===== src/rtl/hazard_scoreboard.sv =====
`default_nettype none
// ============================================================================
// Module      : hazard_scoreboard
// Description : Shift-register scoreboard of in-flight writes (EX..WB) that
//               produces the decode stall and registered EX bypass selects.
// Revision    : 1.0 - initial release
// ============================================================================
module hazard_scoreboard #(
    parameter int NREG   = 32,
    parameter int DEPTH  = 3,
    parameter int LD_LAT = 2,
    parameter int AW     = $clog2(NREG),
    parameter int SW     = $clog2(DEPTH)
) (
    input  logic          clk,
    input  logic          reset,
    input  logic          id_valid,
    input  logic [AW-1:0] id_rs1,
    input  logic [AW-1:0] id_rs2,
    input  logic          id_rs1_used,
    input  logic          id_rs2_used,
    input  logic          id_we,
    input  logic [AW-1:0] id_rd,
    input  logic          id_is_load,
    input  logic          flush,
    output logic          stall,
    output logic [SW-1:0] ex_fwd1,
    output logic [SW-1:0] ex_fwd2,
    output logic          ex_valid,
    output logic [31:0]   stall_cnt
);

    // Entry k: valid, we, rd and a load flag (rdy = LD_LAT for loads, else 1)
    logic [DEPTH-1:0] r_valid;
    logic [DEPTH-1:0] r_we;
    logic [DEPTH-1:0] r_ld;
    logic [AW-1:0]    r_rd [DEPTH];
    logic [SW-1:0]    r_fwd1;
    logic [SW-1:0]    r_fwd2;
    logic [31:0]      r_stall_cnt;

    logic [AW-1:0] w_src  [2];
    logic          w_used [2];
    logic          w_hz   [2];
    logic [SW-1:0] w_fwd  [2];
    logic          w_stall;
    logic          w_accept;

    assign w_src[0]  = id_rs1;
    assign w_src[1]  = id_rs2;
    assign w_used[0] = id_rs1_used;
    assign w_used[1] = id_rs2_used;

    // Scan oldest to youngest so the youngest match (smallest k) wins
    always_comb begin
        for (int s = 0; s < 2; s++) begin
            w_hz[s]  = 1'b0;
            w_fwd[s] = '0;
            for (int k = DEPTH - 1; k >= 0; k--) begin
                if (w_used[s] && (w_src[s] != '0) && r_valid[k] && r_we[k]
                    && (r_rd[k] == w_src[s])) begin
                    w_hz[s]  = ((r_ld[k] ? LD_LAT : 1) > (k + 1));
                    w_fwd[s] = (k < DEPTH - 1) ? SW'(k + 1) : '0;
                end
            end
        end
    end

    assign w_stall  = id_valid & ~flush & (w_hz[0] | w_hz[1]);
    assign w_accept = id_valid & ~w_stall & ~flush;

    always_ff @(posedge clk) begin
        if (reset) begin
            r_valid <= '0;
            r_we    <= '0;
            r_ld    <= '0;
            for (int k = 0; k < DEPTH; k++) begin
                r_rd[k] <= '0;
            end
        end else begin
            r_valid <= {r_valid[DEPTH-2:0], w_accept};
            r_we    <= {r_we[DEPTH-2:0], id_we};
            r_ld    <= {r_ld[DEPTH-2:0], id_is_load};
            for (int k = DEPTH - 1; k > 0; k--) begin
                r_rd[k] <= r_rd[k-1];
            end
            r_rd[0] <= id_rd;
        end
    end

    always_ff @(posedge clk) begin
        if (reset) begin
            r_fwd1      <= '0;
            r_fwd2      <= '0;
            r_stall_cnt <= '0;
        end else begin
            r_fwd1 <= w_accept ? w_fwd[0] : '0;
            r_fwd2 <= w_accept ? w_fwd[1] : '0;
            if (w_stall && (r_stall_cnt != 32'hFFFF_FFFF)) begin
                r_stall_cnt <= r_stall_cnt + 32'd1;
            end
        end
    end

    assign stall     = w_stall;
    assign ex_fwd1   = r_fwd1;
    assign ex_fwd2   = r_fwd2;
    assign ex_valid  = r_valid[0];
    assign stall_cnt = r_stall_cnt;

endmodule
`default_nettype wire


===== config.mk =====
export PLATFORM = sky130hd
export DESIGN_NAME = hazard_scoreboard
export DESIGN_NICKNAME = d
export VERILOG_FILES = /design/src/rtl/hazard_scoreboard.sv
export SDC_FILE = /design/constraint.sdc
export NUM_CORES = 1
export LEC_CHECK = 0
export CAP_MARGIN = 25
export CORE_MARGIN = 4
export CORE_UTILIZATION = 40
export CTS_CLUSTER_DIAMETER = 80
export DETAILED_ROUTE_END_ITERATION = 7
export DONT_BUFFER_PORTS = 1
export PLACE_DENSITY = 0.5
export SETUP_SLACK_MARGIN = 0.02
export SYNTH_ARGS = -nofsm -noshare
export SYNTH_HDL_FRONTEND = slang
export SYNTH_SLANG_ARGS = --single-unit
export TNS_END_PERCENT = 50

===== constraint.sdc =====
create_clock -name clk -period 4.2 [get_ports clk]
set_input_delay 1.05 -clock clk [delete_from_list [all_inputs] [get_ports clk]]
set_output_delay 1.05 -clock clk [all_outputs]
set_load 0.01 [all_outputs]

Word-level counts from Yosys, hierarchy flattened. Memories as Yosys holds them, arrays and structs flattened. Index checks and enable logic that the tools add are counted.

Register bits: 45. RAM bits: 15. Input bits: 23. Word-level logic and storage cells: 76. Memories: 1.

$add $sub $neg: 1. Order comparisons: 3. Equal/unequal tests: 7. Mux-type cells: 19. Bitwise logic cells: 11. Reduce and logical (&&, ||, !) cells: 26.

Memories: r_rd (depth 3, bits a word 5, rd ports 3, clocked after memory_dff 0, write ports 3, RTL line 37) `logic [AW-1:0] r_rd [DEPTH];`.

Operator list (count): adder 32 x 1 -> 32 bit (second input constant) (1); inequality test 32 bit (second input constant) (1); equality test 5 bit (6); logical AND 1 bit (21); 2-to-1 mux 5 bit (3); 2-to-1 mux 1 bit (11); 2-to-1 mux 2 bit (5); nonzero test 5 bit (2); OR reduction 3 bit (2); AND 1 bit (4); greater-than comparator 2 bit (second input constant) (2); bitwise OR 1 bit (4); inverter 1 bit (3); greater-than comparator 2 x 1 -> 1 bit (second input constant) (1); OR reduction 2 bit (1).

Depth between registers and ports, before layout. Gate-level depths: netlist (run 1).

Depth after elaboration: 15. Depth in mapped cells: 9. Depth with buffers taken out: 7.

Worst setup path after synthesis (run 1). Ideal clock, no wire load.

Kind: input port to output port. Start point: input port id_rs1[1]. End point: output port stall. Arrival time: 2259 ps. Data required time: 3150 ps. Setup slack: 891 ps. Stages: 6. Path buffers: 1. Cells stage by stage: or4_1 -> o21ai_2 -> nor3_4 -> clkbuf_1 -> o21ai_0 -> inv_1.

Cells in the longest elaborated chain, start to end: 10. Elaborated cells between the ends (all ways): 19. Those cells by class: eq/ne: 3; mux: 3; bitwise: 2; reduce/logical: 11.

RTL lines: from (decl) (RTL line 18) `input logic [AW-1:0] id_rs1,`; nonzero test 5 bit (RTL line 60) `if (w_used[s] && (w_src[s] != '0) && r_valid[k] && r_we[k]`; logical AND 1 bit (3 in series) (RTL line 60); logical AND 1 bit (RTL line 61) `&& (r_rd[k] == w_src[s])) begin`; 2-to-1 mux 1 bit (2 in series) (RTL line 60); 2-to-1 mux 1 bit * (RTL line 60); bitwise OR 1 bit * (RTL line 69) `assign w_stall = id_valid & ~flush & (w_hz[0] | w_hz[1]);`; AND 1 bit * (RTL line 69); to (decl) (RTL line 26) `output logic stall,`.

Every way passes the cells marked *; elsewhere a longest branch is shown, timed or not.

Final worst setup path (run 1). Ends and elaborated chain as after synthesis.

==> impl_metrics.env, run 1 <==
export IMPL_core_um2=5990
export IMPL_skew_ns=0.00734
export IMPL_avgSynthCellArea_um2=8.89
export IMPL_arrival_ns=2.27
export IMPL_finalHoldViolations=0
export IMPL_cellLeakagePower_nw=0.871
export IMPL_drt_total_wl_mm=5.68
export IMPL_reg2reg_depth=8
export IMPL_layout_nets=302
export IMPL_die_w_um=87.2
export IMPL_grt_antenna_before_repair=0
export IMPL_globalRouteOverflowTotal=0
export IMPL_dieArea_um2=7600
export IMPL_start_kind="primary input"
export IMPL_area_growth_pct=6.14
export IMPL_yosysTopAreaCell="dfxtp_1"
export IMPL_irDropWorstVdd_v=0.000167
export IMPL_wl_per_cell_um=16.1
export IMPL_hold_buffers=0
export IMPL_clock_latency_ns=0.30
export IMPL_rsz0062_at_grt="false"
export IMPL_place_hpwl_mm=4.06
export IMPL_grt_start_max_net_pins=53
export IMPL_cp_required_ns=3.15
export IMPL_clk_path_buf_depth=2
export IMPL_cts_resized=0
export IMPL_slew_viol_final=0
export IMPL_cp_cell_sequence="xnor2_1, nand4_1, nor3_4, o21ai_0, inv_1"
export IMPL_gp_congestion=0.738
export IMPL_vias=1988
export IMPL_seqCellArea_um2=1020
export IMPL_clock_sinks=51
export IMPL_yosys_warnings=0
export IMPL_cp_slowest_cell="nor3_4"
export IMPL_yosysMostFrequentCell="dfxtp_1"
export IMPL_min_path_cells=1
export IMPL_drive_above_1_share_pct=8.24
export IMPL_grt_pass1_wl_mm=9.32
export IMPL_drt_pass1_iterations=4
export IMPL_min_to="r_we[1]"
export IMPL_post_cts_buffers=0
export IMPL_die_h_um=87.2
export IMPL_clk_pin_slew_ns=0.09
export IMPL_fin_crit_sh_pct=79.1
export IMPL_synthCells=282
export IMPL_pwr_density_cell_nw_per_um2=326
export IMPL_initial_core_util_pct=41.9
export IMPL_worstMarginPinSlew_ns=0.673
export IMPL_num_antenna_cells=0
export IMPL_cap_violations=0
export IMPL_cts_root_buf="clkbuf_8"
export IMPL_min_delay_start="r_we[0]"
export IMPL_grt_usage_pct=15.4
export IMPL_syn_area_um2=2510
export IMPL_grt_pass1_vias=1862
export IMPL_slew_limit_headroom_pct=55.1
export IMPL_critPathTopFamily="simple AND/OR/NAND/NOR gates"
export IMPL_yosys_top_cells_area="dfxtp_1 41%, xor2_1 6.3%, xnor2_1 4.9%, nor2b_1 4.5%, o21ai_0 4.2%"
export IMPL_hold_path_class="flop to flop"
export IMPL_vias_per_cell=5.62
export IMPL_fmax_mhz=301
export IMPL_slowest_delay_ns=0.55
export IMPL_port_buffers=0
export IMPL_r2r_end="stall_cnt[1]"
export IMPL_worst_path_buf_inv=1
export IMPL_path_class="primary input to primary output"
export IMPL_post_route_drc_count=0
export IMPL_pre_cts_slack_ns=0.835
export IMPL_final_fill_count=619
export IMPL_synth_seq_cells=51
export IMPL_drtIter0Drc=85
export IMPL_cp_end_kind="primary output"
export IMPL_tns_ns=0
export IMPL_multiInputGateArea_um2=1420
export IMPL_r2r_start="stall_cnt[0]"
export IMPL_reg2reg_slack_ns=1.64
export IMPL_report_final_setup_viol=0
export IMPL_hold_slack_ns=0.490
export IMPL_io_pins=61
export IMPL_synthDistinctLibCells=39
export IMPL_antenna_left=0
export IMPL_htree_levels=2
export IMPL_synth_edf_count=0
export IMPL_yosysTopAreaCellShare_pct=40.7
export IMPL_fin_crit_ns=3.32
export IMPL_status="finished clean"
export IMPL_cts_buffers=5
export IMPL_syn_nets=306
export IMPL_yosysSeqAreaShare_pct=40.7
export IMPL_tritoncts="yes"
export IMPL_synthTopCellsByCount="51 x dfxtp_1, 21 x nor2_1, 21 x o21ai_0, 18 x nor2b_1, 18 x xor2_1"
export IMPL_cp_max_fo=17
export IMPL_fin_ws_ns=0.876
export IMPL_synthFlopType="dfxtp_1"
export IMPL_rows=28
export IMPL_ys_async_sr_fraction_pct=0
flip-flops by register name, summed over array words and instances (netlist names):
register / flops
ex_fwd2: 2
r_valid: 2
stall_cnt: 32
ex_fwd1: 2
r_we: 2
r_ld: 1
r_rd: 10
worst max-delay path by stage:
| stage | start | to | slack [ns] | depth (start not counted) |
|---|---|---|---|---|
| global route | id_rs1[4] | stall | 0.75 | 5 |
| CTS | id_rs1[1] | stall | 0.83 | 5 |
| global placement | id_rs1[1] | stall | 0.88 | 5 |
| floorplan | id_rs1[1] | stall | 0.89 | 6 |
| finish | id_rs1[1] | stall | 0.88 | 5 |
| detailed placement | id_rs1[1] | stall | 0.84 | 5 |
final cells by class:
type / count / area share [%]
clock inverter: 3 / 1.65
multi-input combinational: 216 / 53.2
timing repair buffer: 1 / 0.282
tap: 75 / 3.53
clock buffer: 5 / 2.59
inverter: 3 / 0.423
sequential: 51 / 38.4
routing by layer:
metal / global-route usage [%] / vias to the layer above / part of all wire, % / wire (µm)
li1: - / 1013 / - / -
met1: 20.8 / 928 / 47 / 2660
met2: 23.0 / 43 / 45 / 2530
met3: 6.53 / 4 / 7.7 / 440
met4: 3.35 / 0 / 0.84 / 48
met5: 0 / - / 0 / 0
cell families after synthesis:
kind of cell               Yosys count  share of synthesized area (%)
AOI/OAI and AO/OA                   52                           12.4
and+or+nand+nor                    127                           30.6
muxes                                4                           1.75
DFF                                 51                           40.7
xor gates and xnor gates            32                           11.2
buffers and inverters               15                           2.84
adders and majority gates            1                          0.499
cells in the final DEF, fill, tap and decap left out, drive strengths merged:
master  count
and4       10
ha          1
o31ai       4
nand2      14
nor2b      18
bufinv      1
o21ai      25
dfxtp      51
and4bb      1
clkinv      2
nor2       21
xor2       18
nor4        5
nor3        8
a21oi      15
clkbuf      5
or4         8
nand3      14
a21boi      1
buf         1
nand2b      1
o211ai      4
or3        11
nand4      10
inv         3
and3b       1
mux2        3
and2        3
mux2i       1
and3        2
xnor2      14
a211oi      3
through the flow:
stage,total power [W],util [%],std cells,instance area (µm²)
2_1_floorplan,0.000536,-,282,2510
3_3_place_gp,0.000535,42.5,346,2550
3_5_place_dp,0.000535,42.5,346,2550
4_1_cts,0.000882,44.4,354,2660
5_1_grt,0.000906,44.4,354,2660
6_report,0.000868,44.4,354,2660
where the power goes:
group          internal, W  switching (W)
Sequential        0.000490     0.00000613
Combinational    0.0000172      0.0000102
Clock             0.000178       0.000167
Total             0.000685       0.000183
Note: power is estimated with default switching activity, not from simulation.
==> run 2, diff against run 1 <==
clock period = 3.5 ns   (was 4.2 ns; I/O delays follow)
==> impl_metrics.env, run 2 (synthesized netlist as in run 1, its figures left out) <==
export IMPL_area_growth_pct=5.79
export IMPL_cap_violations=0
export IMPL_critPathTopFamily="simple AND/OR/NAND/NOR gates"
export IMPL_cp_max_fo=10
export IMPL_start_kind="primary input"
export IMPL_arrival_ns=2.06
export IMPL_drt_pass1_iterations=4
export IMPL_io_pins=61
export IMPL_antenna_left=0
export IMPL_core_um2=5990
export IMPL_initial_core_util_pct=41.9
export IMPL_reg2reg_slack_ns=0.98
export IMPL_cts_buffers=5
export IMPL_wl_per_cell_um=16.2
export IMPL_dpl_instance_area_um2=2560
export IMPL_fin_crit_ns=2.94
export IMPL_clock_sinks=51
export IMPL_dieArea_um2=7600
export IMPL_cellLeakagePower_nw=0.864
export IMPL_grt_usage_pct=15.8
export IMPL_fmax_mhz=341
export IMPL_layout_nets=304
export IMPL_cp_slowest_cell="or4_1"
export IMPL_hold_buffers=0
export IMPL_grt_pass1_wl_mm=9.51
export IMPL_reg2reg_depth=8
export IMPL_die_w_um=87.2
export IMPL_grt_antenna_before_repair=0
export IMPL_finalHoldViolations=0
export IMPL_cts_root_buf="clkbuf_8"
export IMPL_cp_required_ns=2.62
export IMPL_num_antenna_cells=0
export IMPL_report_final_setup_viol=0
export IMPL_slew_viol_final=0
export IMPL_clk_pin_slew_ns=0.10
export IMPL_pre_cts_slack_ns=0.517
export IMPL_dr_wl_met3_um=422
export IMPL_htree_levels=2
export IMPL_drive_above_1_share_pct=8.90
export IMPL_drtIter0Drc=90
export IMPL_vias=1992
export IMPL_tns_ns=0
export IMPL_pwr_density_cell_nw_per_um2=367
export IMPL_fin_crit_sh_pct=83.9
export IMPL_post_route_drc_count=0
export IMPL_worstMarginPinSlew_ns=0.587
export IMPL_switching_share_pct=23.1
export IMPL_post_cts_buffers=0
export IMPL_rows=28
export IMPL_place_hpwl_mm=4.15
export IMPL_port_buffers=0
export IMPL_slowest_delay_ns=0.53
export IMPL_p_switching_w=0.000225
export IMPL_grt_pass1_vias=1883
export IMPL_rsz0062_at_grt="false"
export IMPL_slew_limit_headroom_pct=60.6
export IMPL_gp_congestion=0.719
export IMPL_cp_end_kind="primary output"
export IMPL_worst_path_buf_inv=1
export IMPL_path_depth=5
export IMPL_r2r_end="stall_cnt[1]"
export IMPL_clk_path_buf_depth=2
export IMPL_top_layer="met4"
export IMPL_wl_met2_mm=2.54
export IMPL_clock_latency_ns=0.30
export IMPL_hold_path_class="flop to flop"
export IMPL_drt_met1_wl_mm=2.77
export IMPL_grt_start_max_net_pins=53
export IMPL_stdcell_area_um2=2650
export IMPL_status="finished clean"
export IMPL_largest_register_ffs=32
export IMPL_p_seq_share_pct=61.2
export IMPL_tritoncts="yes"
export IMPL_cp_cell_sequence="or4_1, o21ai_2, nor3_4, o21ai_0, inv_1"
export IMPL_globalRouteOverflowTotal=0
export IMPL_layout_commonest_cell="dfxtp_1"
export IMPL_fin_ws_ns=0.565
export IMPL_power_internal_w=0.000748
export IMPL_skew_ns=0.00472
export IMPL_vias_per_cell=5.60
export IMPL_irDropWorstVdd_v=0.000200
export IMPL_crit_end="stall"
export IMPL_final_cell_mix="51 x dfxtp_1, 21 x o21ai_0, 21 x nor2_1, 18 x xor2_1, 18 x nor2b_1"
export IMPL_cts_resized=0
export IMPL_setup_worst_path_start="id_rs1[1]"
export IMPL_power_frac_comb_pct=3.4
export IMPL_pwr_share_clk_pct=35.4
export IMPL_r2r_start="stall_cnt[0]"
export IMPL_die_h_um=87.2
export IMPL_drt_total_wl_mm=5.78
export IMPL_path_class="primary input to primary output"
==> run 2: metal layers <==
layer / up-vias / GRT usage [%]
met5: - / 0
met4: 0 / 3.77
met3: 4 / 6.24
met2: 47 / 22.9
met1: 931 / 22.0
li1: 1010 / -
==> run 2: metrics by stage <==
step / util, % / hold WS (ns) / power, W / cells
after global placement: 42.8 / 0.472 / 0.000642 / 348
after floorplan: - / 0.462 / 0.000643 / 282
after CTS: 44.3 / 0.489 / 0.000990 / 356
after global routing: 44.3 / 0.507 / 0.00101 / 356
final: 44.3 / 0.486 / 0.000973 / 356
after detailed placement: 42.8 / 0.474 / 0.000642 / 348
==> run 2: worst min-delay path by stage <==
stage,cells after the start,from,endpoint
finish,1,r_valid[1],ex_fwd1[1]
global route,1,r_we[0],r_we[1]
CTS,1,r_we[0],r_we[1]
detailed placement,1,r_we[0],r_we[1]
global placement,1,r_valid[1],ex_fwd1[1]
floorplan,1,r_valid[1],ex_fwd1[1]
==> run 2: layout make-up <==
cell class / count / area (µm²)
Clock buffer: 5 / 68.8
Clock inverter: 3 / 20.0
Fill cell: 591 / 3340
Inverter: 3 / 11.3
Multi-Input combinational cell: 216 / 1420
Sequential cell: 51 / 1020
Tap cell: 75 / 93.8
Timing Repair Buffer: 3 / 22.5
==> run 2: power by group through the flow <==
stage / Clock, W / Combinational, W / Sequential [W]
2_1_floorplan: 0 / 0.0000367 / 0.000607
3_3_place_gp: 0 / 0.0000331 / 0.000609
3_5_place_dp: 0 / 0.0000335 / 0.000608
4_1_cts: 0.000361 / 0.0000336 / 0.000595
5_1_grt: 0.000382 / 0.0000367 / 0.000596
6_report: 0.000345 / 0.0000331 / 0.000595
